**config.mk**
```make
export PLATFORM = sky130hd
export DESIGN_NAME = rf_write_arbiter
export DESIGN_NICKNAME = d
export VERILOG_FILES = /design/src/rtl/rf_write_arbiter.sv
export SDC_FILE = /design/constraint.sdc
export NUM_CORES = 1
export LEC_CHECK = 0
export CORE_MARGIN = 4
export CORE_UTILIZATION = 40
export CTS_CLUSTER_SIZE = 25
export DETAILED_ROUTE_END_ITERATION = 12
export GPL_ROUTABILITY_DRIVEN = 0
export HOLD_SLACK_MARGIN = 0.15
export PLACE_DENSITY = 0.85
export SLEW_MARGIN = 20
export SYNTH_ARGS = -nofsm -noshare
export SYNTH_HDL_FRONTEND = slang
export SYNTH_SLANG_ARGS = --single-unit
```
**constraint.sdc**
```tcl
create_clock -name clk -period 4.2 [get_ports clk]
set_input_delay 0.84 -clock clk [delete_from_list [all_inputs] [get_ports clk]]
set_output_delay 0.84 -clock clk [all_outputs]
set_load 0.01 [all_outputs]
```
**src/rtl/rf_write_arbiter.sv**
```systemverilog
// rf_write_arbiter: two-requester round-robin arbiter for a single register-file
// write port. Requester 0 is ALU writeback, requester 1 is load writeback.
// The accepted write is presented to the register file one cycle after the
// handshake. Writes aimed at the zero register are accepted but suppressed,
// and a saturating counter records them.
module rf_write_arbiter #(
  parameter int DW       = 64,
  parameter int AW       = 5,
  parameter int ZR_INDEX = 31
) (
  input  logic          clk,
  input  logic          reset,
  input  logic          req0_valid,
  input  logic [AW-1:0] req0_rd,
  input  logic [DW-1:0] req0_d,
  output logic          req0_ready,
  input  logic          req1_valid,
  input  logic [AW-1:0] req1_rd,
  input  logic [DW-1:0] req1_d,
  output logic          req1_ready,
  output logic          rf_wr,
  output logic [AW-1:0] rf_rd,
  output logic [DW-1:0] rf_d,
  output logic          last_grant,
  output logic [7:0]    drop_count
);

  localparam logic [AW-1:0] ZR_IDX = AW'(ZR_INDEX);

  // Saturating increment for the 8-bit drop counter.
  function automatic logic [7:0] sat_inc8(input logic [7:0] v);
    if (v == 8'd255) begin
      return 8'd255;
    end else begin
      return v + 8'd1;
    end
  endfunction

  logic          gnt0_s;
  logic          gnt1_s;
  logic [AW-1:0] sel_rd_s;
  logic [DW-1:0] sel_d_s;

  logic          rf_wr_q,      rf_wr_d;
  logic [AW-1:0] rf_rd_q,      rf_rd_d;
  logic [DW-1:0] rf_d_q,       rf_d_d;
  logic          last_grant_q, last_grant_d;
  logic [7:0]    drop_count_q, drop_count_d;

  // Grant decision: single valid wins; on contention the requester not granted last wins.
  always_comb begin
    gnt0_s = 1'b0;
    gnt1_s = 1'b0;
    if (reset) begin
      gnt0_s = 1'b0;
      gnt1_s = 1'b0;
    end else begin
      case ({req1_valid, req0_valid})
        2'b01: gnt0_s = 1'b1;
        2'b10: gnt1_s = 1'b1;
        2'b11: begin
          if (last_grant_q) begin
            gnt0_s = 1'b1;
          end else begin
            gnt1_s = 1'b1;
          end
        end
        default: begin
          gnt0_s = 1'b0;
          gnt1_s = 1'b0;
        end
      endcase
    end
  end

  assign req0_ready = gnt0_s;
  assign req1_ready = gnt1_s;

  // Select the winning requester's destination and data.
  always_comb begin
    sel_rd_s = req0_rd;
    sel_d_s  = req0_d;
    if (gnt1_s) begin
      sel_rd_s = req1_rd;
      sel_d_s  = req1_d;
    end else begin
      sel_rd_s = req0_rd;
      sel_d_s  = req0_d;
    end
  end

  // Next-state for the write slot, grant history and drop counter.
  // A zero-register write leaves rf_rd/rf_d at their previous values.
  always_comb begin
    rf_wr_d      = 1'b0;
    rf_rd_d      = rf_rd_q;
    rf_d_d       = rf_d_q;
    last_grant_d = last_grant_q;
    drop_count_d = drop_count_q;
    if (gnt0_s || gnt1_s) begin
      last_grant_d = gnt1_s;
      if (sel_rd_s == ZR_IDX) begin
        rf_wr_d      = 1'b0;
        drop_count_d = sat_inc8(drop_count_q);
      end else begin
        rf_wr_d = 1'b1;
        rf_rd_d = sel_rd_s;
        rf_d_d  = sel_d_s;
      end
    end else begin
      rf_wr_d = 1'b0;
    end
  end

  // State registers with synchronous active-high reset.
  always_ff @(posedge clk) begin
    if (reset) begin
      rf_wr_q      <= 1'b0;
      rf_rd_q      <= '0;
      rf_d_q       <= '0;
      last_grant_q <= 1'b0;
      drop_count_q <= 8'd0;
    end else begin
      rf_wr_q      <= rf_wr_d;
      rf_rd_q      <= rf_rd_d;
      rf_d_q       <= rf_d_d;
      last_grant_q <= last_grant_d;
      drop_count_q <= drop_count_d;
    end
  end

  assign rf_wr      = rf_wr_q;
  assign rf_rd      = rf_rd_q;
  assign rf_d       = rf_d_q;
  assign last_grant = last_grant_q;
  assign drop_count = drop_count_q;

endmodule

```
==> load_flow_metrics.sql <==
INSERT INTO impl_metrics (metric_group, metric, value, unit) VALUES
('status', 'run_status', 'finished clean', ''),
('drt', 'drt-total-wl', '12530', 'µm'),
('power_and_ir_drop', 'power.density', '330.1', 'mW/mm²'),
('critical_path', 'timing.setup.critical_path_class', 'in -> out', ''),
('power_and_ir_drop', 'leakagePower', '2.397', 'nW'),
('sta', 'tns', '0', 'ns'),
('die', 'die_height', '107.0', 'µm'),
('sta', 'hold_viol', '0', ''),
('yosys', 'yosysSeqAreaShare', '40.37', '%'),
('layout', 'finalNetCount', '786', ''),
('die', 'design.core.area', '0.009371', 'mm²'),
('drt', 'wl_met1', '5065', 'µm'),
('sta', 'setup_repair_after_global_routing_missed_its_margin', 'false', ''),
('die', 'design.portCount', '223', ''),
('critical_path', 'worstSetupEndpointType', 'output port', ''),
('clock_network', 'post-cts-setup-buffer-count', '0', ''),
('drt', 'routed-wl-met2', '6203', 'µm'),
('sta', 'slew_violations', '0', ''),
('yosys', 'yosys.area_share.adder', '0.3194', '%'),
('critical_path', 'sort_of_element_at_the_start_of_the_critical_path', 'primary input', ''),
('grt', 'gr-usage-all-layers', '21.13', '%'),
('grt', 'grt_start_max_net_pins', '132', ''),
('drt', 'drc', '0', ''),
('clock_network', 'clk-insertion-delay-late', '0.34', 'ns'),
('drt', 'vias', '4046', ''),
('die', 'start_util', '41.80', '%'),
('yosys', 'syn-instance-count', '445', ''),
('critical_path', 'arrival', '2.32', 'ns'),
('clock_network', 'ctsHtreeMaxLevel', '3', ''),
('sta', 'finalWorstPathRequiredPeriod', '3.164', 'ns'),
('place', 'placed_cells_incl_taps', '761', ''),
('clock_network', 'clkTransAtPathRegs', '0.08', 'ns'),
('sta', 'timing_worst_slew_pin_value', '0.7717', 'ns'),
('sta', 'fin_hold_ws', '0.4844', 'ns'),
('clock_network', 'cts_inserted_buffers', '9', ''),
('yosys', 'yosys_register_bits', '79', ''),
('power_and_ir_drop', 'post-layout-total-power', '0.002109', 'W'),
('drt', 'detail_route.iter0.violations', '111', ''),
('sta', 'setup_viol', '0', ''),
('yosys', 'synth.mux.area_fraction', '0.2555', '%'),
('place', 'dpl.hpwl', '9023', 'µm'),
('drt', 'route.antenna.remaining_nets', '0', ''),
('yosys', 'synth_area_leaders', 'dfxtp_1, a311oi_2, nand2_1', ''),
('yosys', 'largest_family_of_logic_cells_by_synthesized_area', 'compound AO/OA/AOI/OAI gates', ''),
('die', 'fp.dieArea', '0.01144', 'mm²'),
('layout', 'fraction_of_layout_cells_with_a_size_suffix_above_1', '14.04', '%'),
('clock_network', 'clkSinkCount', '79', ''),
('yosys', 'synth_top_area_share', '40.37', '%'),
('clock_network', 'clk_path_buf_depth', '2', ''),
('clock_network', 'tritoncts_clock_tree', 'yes', ''),
('layout', 'final-instance-count-excl-fill', '777', ''),
('grt', 'first_global_vias', '4010', ''),
('yosys', 'synth-compound-area-share', '28.97', '%'),
('clock_network', 'root_buffer', 'clkbuf_8', ''),
('yosys', 'yosysWarningCount', '0', ''),
('yosys', 'synth.net_count', '588', ''),
('grt', 'grt-ovfl-total', '0', ''),
('sta', 'timing.fmax', '0.3161', 'GHz'),
('yosys', 'yosys.area_share.simple', '24.27', '%'),
('sta', 'skew', '0.01623', 'ns'),
('critical_path', 'worst_path_required_time', '3.36', 'ns'),
('yosys', 'syn-mean-instance-area', '8.803', 'µm²'),
('place', 'port-buffer-count', '222', ''),
('drt', 'met3_wirelength', '957', 'µm'),
('grt', 'antenna_violations_before_repair', '0', ''),
('drt', 'detail_route.first_pass.iterations', '4', ''),
('drt', 'maxUsedRoutingLayer', 'met4', ''),
('critical_path', 'worst-path-max-fanout', '5', ''),
('clock_network', 'cts_hold_repair.buffers', '0', ''),
('clock_network', 'count_of_instances_resized_after_the_clock_tree_is_built', '0', ''),
('yosys', 'synthesis.area', '0.003918', 'mm²');
==> metrics by stage <==
| stage | worst slack [ns] | instance area, µm² |
|---|---|---|
| floorplan | 1.769 | 3918 |
| global placement | 1.038 | 6143 |
| detailed placement | 0.9374 | 6143 |
| CTS | 1.031 | 6389 |
| global route | 0.9616 | 6389 |
| finish | 1.036 | 6389 |
==> layout by cell type, fill, tap and decap left out, types with 3 or more instances in the layout <==
| cell type | synthesis | layout |
|---|---|---|
| and3_1 | 6 | 6 |
| bufinv_16 | 0 | 3 |
| dfxtp_1 | 79 | 79 |
| inv_1 | 4 | 4 |
| nand2_1 | 130 | 130 |
| a311oi_2 | 59 | 59 |
| a2111oi_2 | 3 | 3 |
| clkdlybuf4s50_1 | 0 | 221 |
| nor2_1 | 81 | 81 |
| clkbuf_8 | 0 | 10 |
| a21oi_1 | 5 | 5 |
| buf_4 | 6 | 4 |
| a311oi_1 | 7 | 7 |
==> logic make-up after synthesis <==
logic type	count (synthesis)
compound gates	86
buf+inv	44
simple gates	234
mux	1
flops	79
fa+ha+maj	1
==> power breakdown <==
| part | total, W | leakage [nW] | internal (W) | switching (W) |
|---|---|---|---|---|
| combinational | 0.000570 | 1.62 | 0.000319 | 0.000251 |
| sequential | 0.000851 | 0.655 | 0.000817 | 0.0000341 |
| clock | 0.000688 | 0.122 | 0.000409 | 0.000279 |
| total | 0.00211 | 2.40 | 0.00155 | 0.000564 |
==> synthesized netlist by cell type, drive strengths merged <==
library cell / n
a2111oi: 3
a211oi: 2
a21boi: 1
a21oi: 5
a311oi: 66
a31oi: 2
a32o: 1
a41o: 2
a41oi: 1
and2: 2
and3: 6
and4: 1
and4b: 2
buf: 24
clkbuf: 15
dfxtp: 79
ha: 1
inv: 5
mux2i: 1
nand2: 131
nand2b: 3
nand3: 2
nand4: 1
nor2: 81
nor2b: 1
nor3: 2
nor4: 2
o21ai: 1
o21bai: 1
o32ai: 1
==> layout make-up <==
| cell class | instances | area (µm²) |
|---|---|---|
| Multi-Input combinational cell | 322 | 2120 |
| Clock inverter | 6 | 107.6 |
| Sequential cell | 79 | 1582 |
| Timing Repair Buffer | 226 | 2262 |
| Fill cell | 750 | 2983 |
| Tap cell | 129 | 161.4 |
| Inverter | 5 | 18.77 |
| Clock buffer | 10 | 137.6 |
==> worst max-delay path: stages <==
cell and delay (ns):
clkdlybuf4s50_1 0.55, a21boi_2 0.24, nand2b_2 0.09, inv_2 0.06, clkdlybuf4s50_1 0.55
==> registers in the layout (all words and copies together) (netlist names) <==
| register | cells |
|---|---|
| rf_d | 64 |
| rf_rd | 5 |
| drop_count | 8 |
| last_grant | 1 |
| rf_wr | 1 |
==> worst paths after layout <==
check / from / end / depth (start not counted)
setup / recovery: req1_valid / req1_ready / 5
hold / removal: rf_rd[1] / rf_rd[1] / 2
hold reg to reg: rf_rd[1] / rf_rd[1] / 2
setup reg to reg: last_grant / rf_rd[2] / 6
==> routing by layer <==
| layer | vias to the layer above | GRT usage, % |
|---|---|---|
| met4 | 0 | 7.854 |
| met2 | 164 | 37.01 |
| met5 | - | 0 |
| met1 | 1894 | 24.68 |
| li1 | 1965 | - |
| met3 | 23 | 5.599 |
(Power assumes the default switching activity.)
